$ cat src/rtl/imm_extend_pipe.sv
// imm_extend_pipe: decode-stage immediate generator with a DEPTH-entry output
// FIFO. The immediate is formed combinationally at the input and stored on push.
// Each entry carries a sideband tag and an illegal-format flag. A saturating
// counter tracks how many illegal encodings have been accepted.
module imm_extend_pipe #(
   parameter int XLEN       = 32,
   parameter int DEPTH      = 2,
   parameter int TAG_W      = 8,
   parameter bit U_PRESHIFT = 1'b1
) (
   input  logic             clk,
   input  logic             reset,
   input  logic             flush,
   input  logic             in_valid,
   output logic             in_ready,
   input  logic [31:0]      in_instr,
   input  logic [2:0]       in_immsrc,
   input  logic [TAG_W-1:0] in_tag,
   output logic             out_valid,
   input  logic             out_ready,
   output logic [XLEN-1:0]  out_immext,
   output logic [TAG_W-1:0] out_tag,
   output logic             out_err,
   output logic [15:0]      err_count
);

   localparam int PW = (DEPTH > 1) ? $clog2(DEPTH) : 1;
   localparam int CW = $clog2(DEPTH + 1);

   logic [CW-1:0]    count;
   logic [PW-1:0]    wr_ptr, rd_ptr;
   logic [XLEN-1:0]  imm_mem [DEPTH];
   logic [TAG_W-1:0] tag_mem [DEPTH];
   logic             err_mem [DEPTH];

   logic [31:0]      imm32;
   logic             imm_err;
   logic [XLEN-1:0]  imm_x;
   logic             push, pop;

   // opcode bits never feed any immediate format
   logic unused_opcode;
   assign unused_opcode = ^in_instr[6:0];

   // Every format fits in 32 bits already sign/zero-extended to 32; widening to
   // XLEN is then a plain sign extension (zero-extended formats have bit 31 = 0).
   always_comb begin
      imm32   = '0;
      imm_err = 1'b0;
      case (in_immsrc)
         3'b000: imm32 = {{20{in_instr[31]}}, in_instr[31:20]};
         3'b001: imm32 = {{20{in_instr[31]}}, in_instr[31:25], in_instr[11:7]};
         3'b010: imm32 = {{20{in_instr[31]}}, in_instr[7], in_instr[30:25],
                          in_instr[11:8], 1'b0};
         3'b011: imm32 = {{12{in_instr[31]}}, in_instr[19:12], in_instr[20],
                          in_instr[30:21], 1'b0};
         3'b100: imm32 = U_PRESHIFT ? {in_instr[31:12], 12'b0}
                                    : {{12{in_instr[31]}}, in_instr[31:12]};
         3'b101: imm32 = {27'b0, in_instr[19:15]};
         3'b110: imm32 = (XLEN == 64) ? {26'b0, in_instr[25:20]}
                                      : {27'b0, in_instr[24:20]};
         default: begin
            imm32   = '0;
            imm_err = 1'b1;
         end
      endcase
   end

   assign imm_x = XLEN'($signed(imm32));

   assign in_ready  = (count != CW'(DEPTH));
   assign out_valid = (count != '0);
   assign push      = in_valid & in_ready & ~flush;
   assign pop       = out_valid & out_ready & ~flush;

   // Head entry; forced to zero while empty so reset values are clean
   assign out_immext = out_valid ? imm_mem[rd_ptr] : '0;
   assign out_tag    = out_valid ? tag_mem[rd_ptr] : '0;
   assign out_err    = out_valid ? err_mem[rd_ptr] : 1'b0;

   function automatic logic [PW-1:0] next_ptr(input logic [PW-1:0] p);
      return (p == PW'(DEPTH - 1)) ? '0 : p + 1'b1;
   endfunction

   // FIFO control: occupancy, pointers; flush wins over push/pop
   always_ff @(posedge clk) begin
      if (reset || flush) begin
         count  <= '0;
         wr_ptr <= '0;
         rd_ptr <= '0;
      end else begin
         if (push) wr_ptr <= next_ptr(wr_ptr);
         if (pop)  rd_ptr <= next_ptr(rd_ptr);
         case ({push, pop})
            2'b10:   count <= count + 1'b1;
            2'b01:   count <= count - 1'b1;
            default: count <= count;
         endcase
      end
   end

   // Entry storage; contents are only observed through the valid-gated outputs
   always_ff @(posedge clk) begin
      if (push) begin
         imm_mem[wr_ptr] <= imm_x;
         tag_mem[wr_ptr] <= in_tag;
         err_mem[wr_ptr] <= imm_err;
      end
   end

   // Illegal-encoding counter: counts on accept, saturates, ignores flush
   always_ff @(posedge clk) begin
      if (reset)
         err_count <= '0;
      else if (push && imm_err && err_count != 16'hFFFF)
         err_count <= err_count + 1'b1;
   end

endmodule

$ cat config.mk
export PLATFORM = sky130hd
export DESIGN_NAME = imm_extend_pipe
export DESIGN_NICKNAME = d
export VERILOG_FILES = /design/src/rtl/imm_extend_pipe.sv
export SDC_FILE = /design/constraint.sdc
export NUM_CORES = 1
export LEC_CHECK = 0
export BUFFER_PORTS_ARGS = -buffer_cell sky130_fd_sc_hd__buf_2
export CELL_PAD_IN_SITES_DETAIL_PLACEMENT = 1
export CELL_PAD_IN_SITES_GLOBAL_PLACEMENT = 2
export CORE_ASPECT_RATIO = 1.25
export CORE_MARGIN = 3
export CORE_UTILIZATION = 39
export CTS_BUF_LIST = sky130_fd_sc_hd__clkbuf_8
export CTS_CLUSTER_SIZE = 16
export DETAILED_ROUTE_END_ITERATION = 10
export GPL_ROUTABILITY_DRIVEN = 0
export PLACE_DENSITY = 0.95
export SETUP_SLACK_MARGIN = 0.05
export SYNTH_ARGS = -nofsm -noshare
export SYNTH_HDL_FRONTEND = slang
export SYNTH_SLANG_ARGS = --single-unit
$ cat constraint.sdc
create_clock -name clk -period 7.97 [get_ports clk]
set_clock_uncertainty 0.2 [all_clocks]
set_input_delay 1.594 -clock clk [delete_from_list [all_inputs] [get_ports clk]]
set_output_delay 1.594 -clock clk [all_outputs]
set_load 0.02 [all_outputs]
# == Word-level counts from Yosys, hierarchy flattened ==
# Memory sizes are Yosys's and may differ from the RTL's. A register that Yosys moved wholly into a read port is not among the register bits.
# Index checks and enable logic that the tools add are counted.
# W data, S select, Z words.
# word_totals
register_bits,20
ramBits,82
word_cells,50
mem_count,3
# memory_table
memory,depth,word_bits,rd,rd_ports_with_merged_regs,write_ports,line_no,source
imm_mem,2,32,1,1,1,32,logic [XLEN-1:0] imm_mem [DEPTH];
tag_mem,2,8,1,1,1,33,logic [TAG_W-1:0] tag_mem [DEPTH];
err_mem,2,1,1,1,1,34,logic err_mem [DEPTH];
# classes
n_mux,16
n_eq_ne,10
n_reduce_logical,7
bitwise,5
add_sub_neg,5
# op_table
operator,n
$pmux W32 S7,1
$mux W32,1
$add A16 B1 Y16 const B,1
$ne A16 B16 Y1 const B,1
$mux W1,12
$eq A3 B3 Y1 const B,3
$mux W8,1
$reduce_or A7 Y1,1
$eq A3 B2 Y1 const B,2
$and A1 B1 Y1,4
$pmux W2 S2,1
$reduce_bool A2 Y1,2
$eq A3 B1 Y1 const B,1
$logic_not A3 Y1,1
$add A1 B1 Y1 const B,2
$add A2 B1 Y2 const B,1
$eq A2 B1 Y1 const B,1
$eq A2 B2 Y1 const B,1
$logic_and A1 B1 Y1,2
$ne A2 B2 Y1 const B,1
$sub A2 B1 Y2 const B,1
$logic_or A1 B1 Y1,1
$not A1 Y1,1

# == Logic depth before layout (Yosys ltp) ==
# logic_depth
ltp_word,5
mapped_depth,9
ltp_nobuf,9

# == Least setup slack after synthesis ==
# Ideal clock, no wire load.
# synth_path
path_kind,input-to-reg
start,in flush
end,"mem err_mem[0], enable pin"
stages,2
n_path_buf,0
slack_ps,3754
t_arrival_ps,3576
t_required_ps,7330
path_cell_list,nand3b_1 -> nor2_1
# synth_between
elab_chain_cells,4
# synth_rtl
item,line_no,source
start: declaration,13,"input logic flush,"
$not A1 Y1,73,assign push = in_valid & in_ready & ~flush;
$and A1 B1 Y1,73,
$mux W1,104,if (push) begin
$mux W1 (not written as such),107,err_mem[wr_ptr] <= imm_err;
end: declaration,34,
# Every way passes these cells.

# == Worst setup path after layout ==
# layout_path
start,reg count[0]
end,out out_immext[14]
# layout_between
elab_chain_cells,2
# layout_rtl
item,line_no,source
start: declaration,30,logic [CW-1:0] count;
start signal: assignment,95,2'b10: count <= count + 1'b1;
start signal: assignment,96,2'b01: count <= count - 1'b1;
start signal: assignment,97,default: count <= count;
$reduce_bool A2 Y1,72,assign out_valid = (count != '0);
$mux W32,77,assign out_immext = out_valid ? imm_mem[rd_ptr] : '0;
end: declaration,21,"output logic [XLEN-1:0] out_immext,"
# Every way passes these cells.

==> summary.md <==
| Metric | Value |
|---|---|
| Setup Crit Path Kind | `flop to output port` |
| CTS Hold Bufs | `0` |
| Register bit total from synthesis | `103` |
| Post-CTS Setup Bufs | `0` |
| DP Wirelength | `7350 microns` |
| WP depth | `3` |
| CTS tree | `yes` |
| Worst path max stage delay | `780 ps` |
| RR Startpoint | `err_count[0]` |
| Vias in the first global route | `3460` |
| Most common cell in the netlist | `edfxtp_1` |
| Via density | `5.14` |
| Synth top area cells | `edfxtp_1 (53%), mux2i_1 (9.9%), dfxtp_1 (9.1%)` |
| PwrDens | `196 nW/um^2` |
| Setup TNS | `0 ps` |
| TritonCTS Sinks | `103` |
| Peak VDD IR | `0.0000780 V` |
| Status | `complete, no violations` |
| Largest net degree at the start of global routing | `43` |
| Final nets | `518` |
| Critical path origin | `count[0]` |
| Leak | `2.07 nW` |
| Data required time of the worst path | `6180 ps` |
| Max FO, Critical Path | `42` |
| Unrepaired setup endpoints after global routing | `false` |
| Async SR Flop Fraction | `0%` |
| Post-Syn Nets | `428` |
| Antenna diodes | `0` |
| Critical R2R Capture | `err_count[15]` |
| Post-synth top area cell | `edfxtp_1` |
| Final hold viol count | `0` |
| Worst slew margin | `14.5%` |
| CTS H-tree lvls | `3` |
| Max Clock Freq | `0.268 GHz` |
| CP max-delay cell | `nor2_4` |
| Initial antenna violation count | `0` |
| CP Launch Type | `flop` |
| Clock slew at reported path FFs | `100 ps` |
| Die width | `104 microns` |
| Setup Viol. Count Final | `0` |
| Synth cell count leaders | `edfxtp_1 (82), nor2_1 (65), mux2i_1 (46), dfxtp_1 (21)` |
| Synth top area share | `53.0%` |
| Max clock buf depth | `2` |
| PostCTS Resize Cnt | `0` |
| PortBufs | `99` |
| Delay-heaviest family, CP | `simple AND/OR/NAND/NOR gates` |
| # rows | `43` |
| CP endpoint | `out_immext[14]` |
| Max-cap violation count | `0` |
| Sequential area share after synthesis | `62.1%` |
| Die Footprint | `13300 sq um` |
| Worst-margin pin slew | `1270 ps` |
| Clk Latency, worst-skew pair | `360 ps` |
| R2R depth | `6` |
| Main flop type after synthesis | `edfxtp_1` |
| Ratio of cells with drive above 1 in the final layout | `28.5%` |
| Reg2reg setup slack | `5250 ps` |
| Yosys Warn Count | `0` |
| Drt pass-1 iters | `4` |
| Crit path time final | `3740 ps` |
| First-pass GRT wire length | `17400 microns` |
| Avg Cell Area, Syn | `12.3 sq um` |
| Fin. max-slew vios | `0` |
| Hold Crit Class | `flop to flop` |
| Inst Count DP | `614` |
| Post-route insts no fill | `630` |
| Critical path arrival | `1940 ps` |
| Synth unique cells | `39` |
| Synthesized instance count | `378` |
| CTS buffer count | `9` |
| Total wire length | `10800 microns` |
| Crit path capture type | `output port` |
| Period utilization | `46.9%` |
| CP Cell Sequence | `nor2_4 > nor2_1 > buf_2` |
| Drt wl/cell | `17.2 microns` |
| Worst path bufs/invs | `1` |
| Die Span Y | `128 microns` |
| Core Box Area | `11400 sq um` |
| Post-Synthesis Cell Area | `4640 sq um` |
| Fill count | `1224` |
| Gr usage total | `16.4%` |
| Via count | `3236` |
| ANT nets after route | `0` |
| I/O Pins | `107` |
| Clock root buffer | `clkbuf_8` |
| Synthesis-to-layout area growth | `19.1%` |
| Gr ovfl total | `0` |
| DR iter-0 viols | `110` |
| DRC errors left | `0` |
| Initial core utilization | `40.9%` |
| Number of synthesized flops with an enable pin | `82` |
==> metal layers <==
layer	track usage [%]	part of all wire (%)	vias to the layer above
li1	-	-	1541
met1	18.3	40	1619
met2	31.0	55	65
met3	3.58	3.5	11
met4	5.71	1.4	0
met5	0	0	-
==> cell families (layout without fill, tap and decap cells) <==
logic type,count (synthesis),after routing,synth area share (%)
simple gates,129,129,14.3
fa+ha+maj,2,2,0.539
mux,47,47,10.2
compound gates,51,51,6.85
buf+inv,27,122,2.45
xor+xnor,19,19,3.58
flops,103,103,62.1
==> worst min-delay path: cells and delay by family (launching register included) <==
kind	cells	cell delay, ps
flip-flops	1	350
AO/OA/AOI/OAI	2	170
==> metrics by stage <==
| stage | hold slack [ps] | power (mW) | area (sq um) | util [%] | setup slack (ps) |
|---|---|---|---|---|---|
| finish | 363 | 1.08 | 5530 | 48.7 | 4230 |
| detailed placement | 346 | 0.705 | 5290 | 46.6 | 4280 |
| floorplan | 320 | 0.668 | 4640 | - | 3750 |
| CTS | 363 | 1.09 | 5530 | 48.7 | 4160 |
| global placement | 311 | 0.699 | 5290 | 46.6 | 4350 |
| global route | 402 | 1.13 | 5530 | 48.7 | 4060 |
==> sequential cells by signal, indices dropped and copies added, names as in the netlist, named ones only <==
register / flops
count: 2
err_count: 16
err_mem: 2
imm_mem: 64
rd_ptr: 1
tag_mem: 16
wr_ptr: 1
==> final cells by class <==
type                            instances  area [sq um]  area share (%)
Clock buffer                            9           124            2.24
Clock inverter                          7           120            2.17
Inverter                                3          11.3           0.204
Multi-Input combinational cell        248          1670            30.2
Sequential cell                       103          2880            52.2
Tap cell                              157           196            3.55
Timing Repair Buffer                  103           526            9.50
==> report_power, final <==
| group | switching [mW] | leakage, nW | internal, mW |
|---|---|---|---|
| combinational | 0.0581 | 1.01 | 0.0329 |
| clock | 0.180 | 0.121 | 0.210 |
| sequential | 0.00394 | 0.934 | 0.597 |
| total | 0.242 | 2.07 | 0.840 |
==> cell usage in the layout, fill, tap and decap left out, types with 3 or more instances in the layout <==
cell,Yosys,layout
a21o_1,11,11
a21oi_1,19,19
a22o_1,5,5
buf_2,3,99
buf_4,0,4
bufinv_16,0,3
clkbuf_8,0,9
dfxtp_1,21,20
edfxtp_1,82,82
inv_1,3,3
mux2i_1,46,46
nand2_1,13,13
nand2b_1,3,3
nand3_1,3,3
nand4_1,3,3
nor2_1,65,62
nor2_4,0,3
nor2b_1,10,10
nor3_1,10,10
nor4_1,5,5
o21ai_0,6,6
o22ai_1,8,8
or2_2,3,3
xnor2_1,17,17
==> worst min path at each step <==
stage / startpoint / to / slack, ps / depth (start not counted)
global placement: err_count[1] / err_count[1] / 310 / 2
CTS: err_count[1] / err_count[1] / 360 / 2
floorplan: rd_ptr / flop / 320 / 2
detailed placement: err_count[1] / err_count[1] / 350 / 2
global route: err_count[11] / err_count[11] / 400 / 2
finish: err_count[1] / err_count[1] / 360 / 2
(Power assumes the default switching activity.)
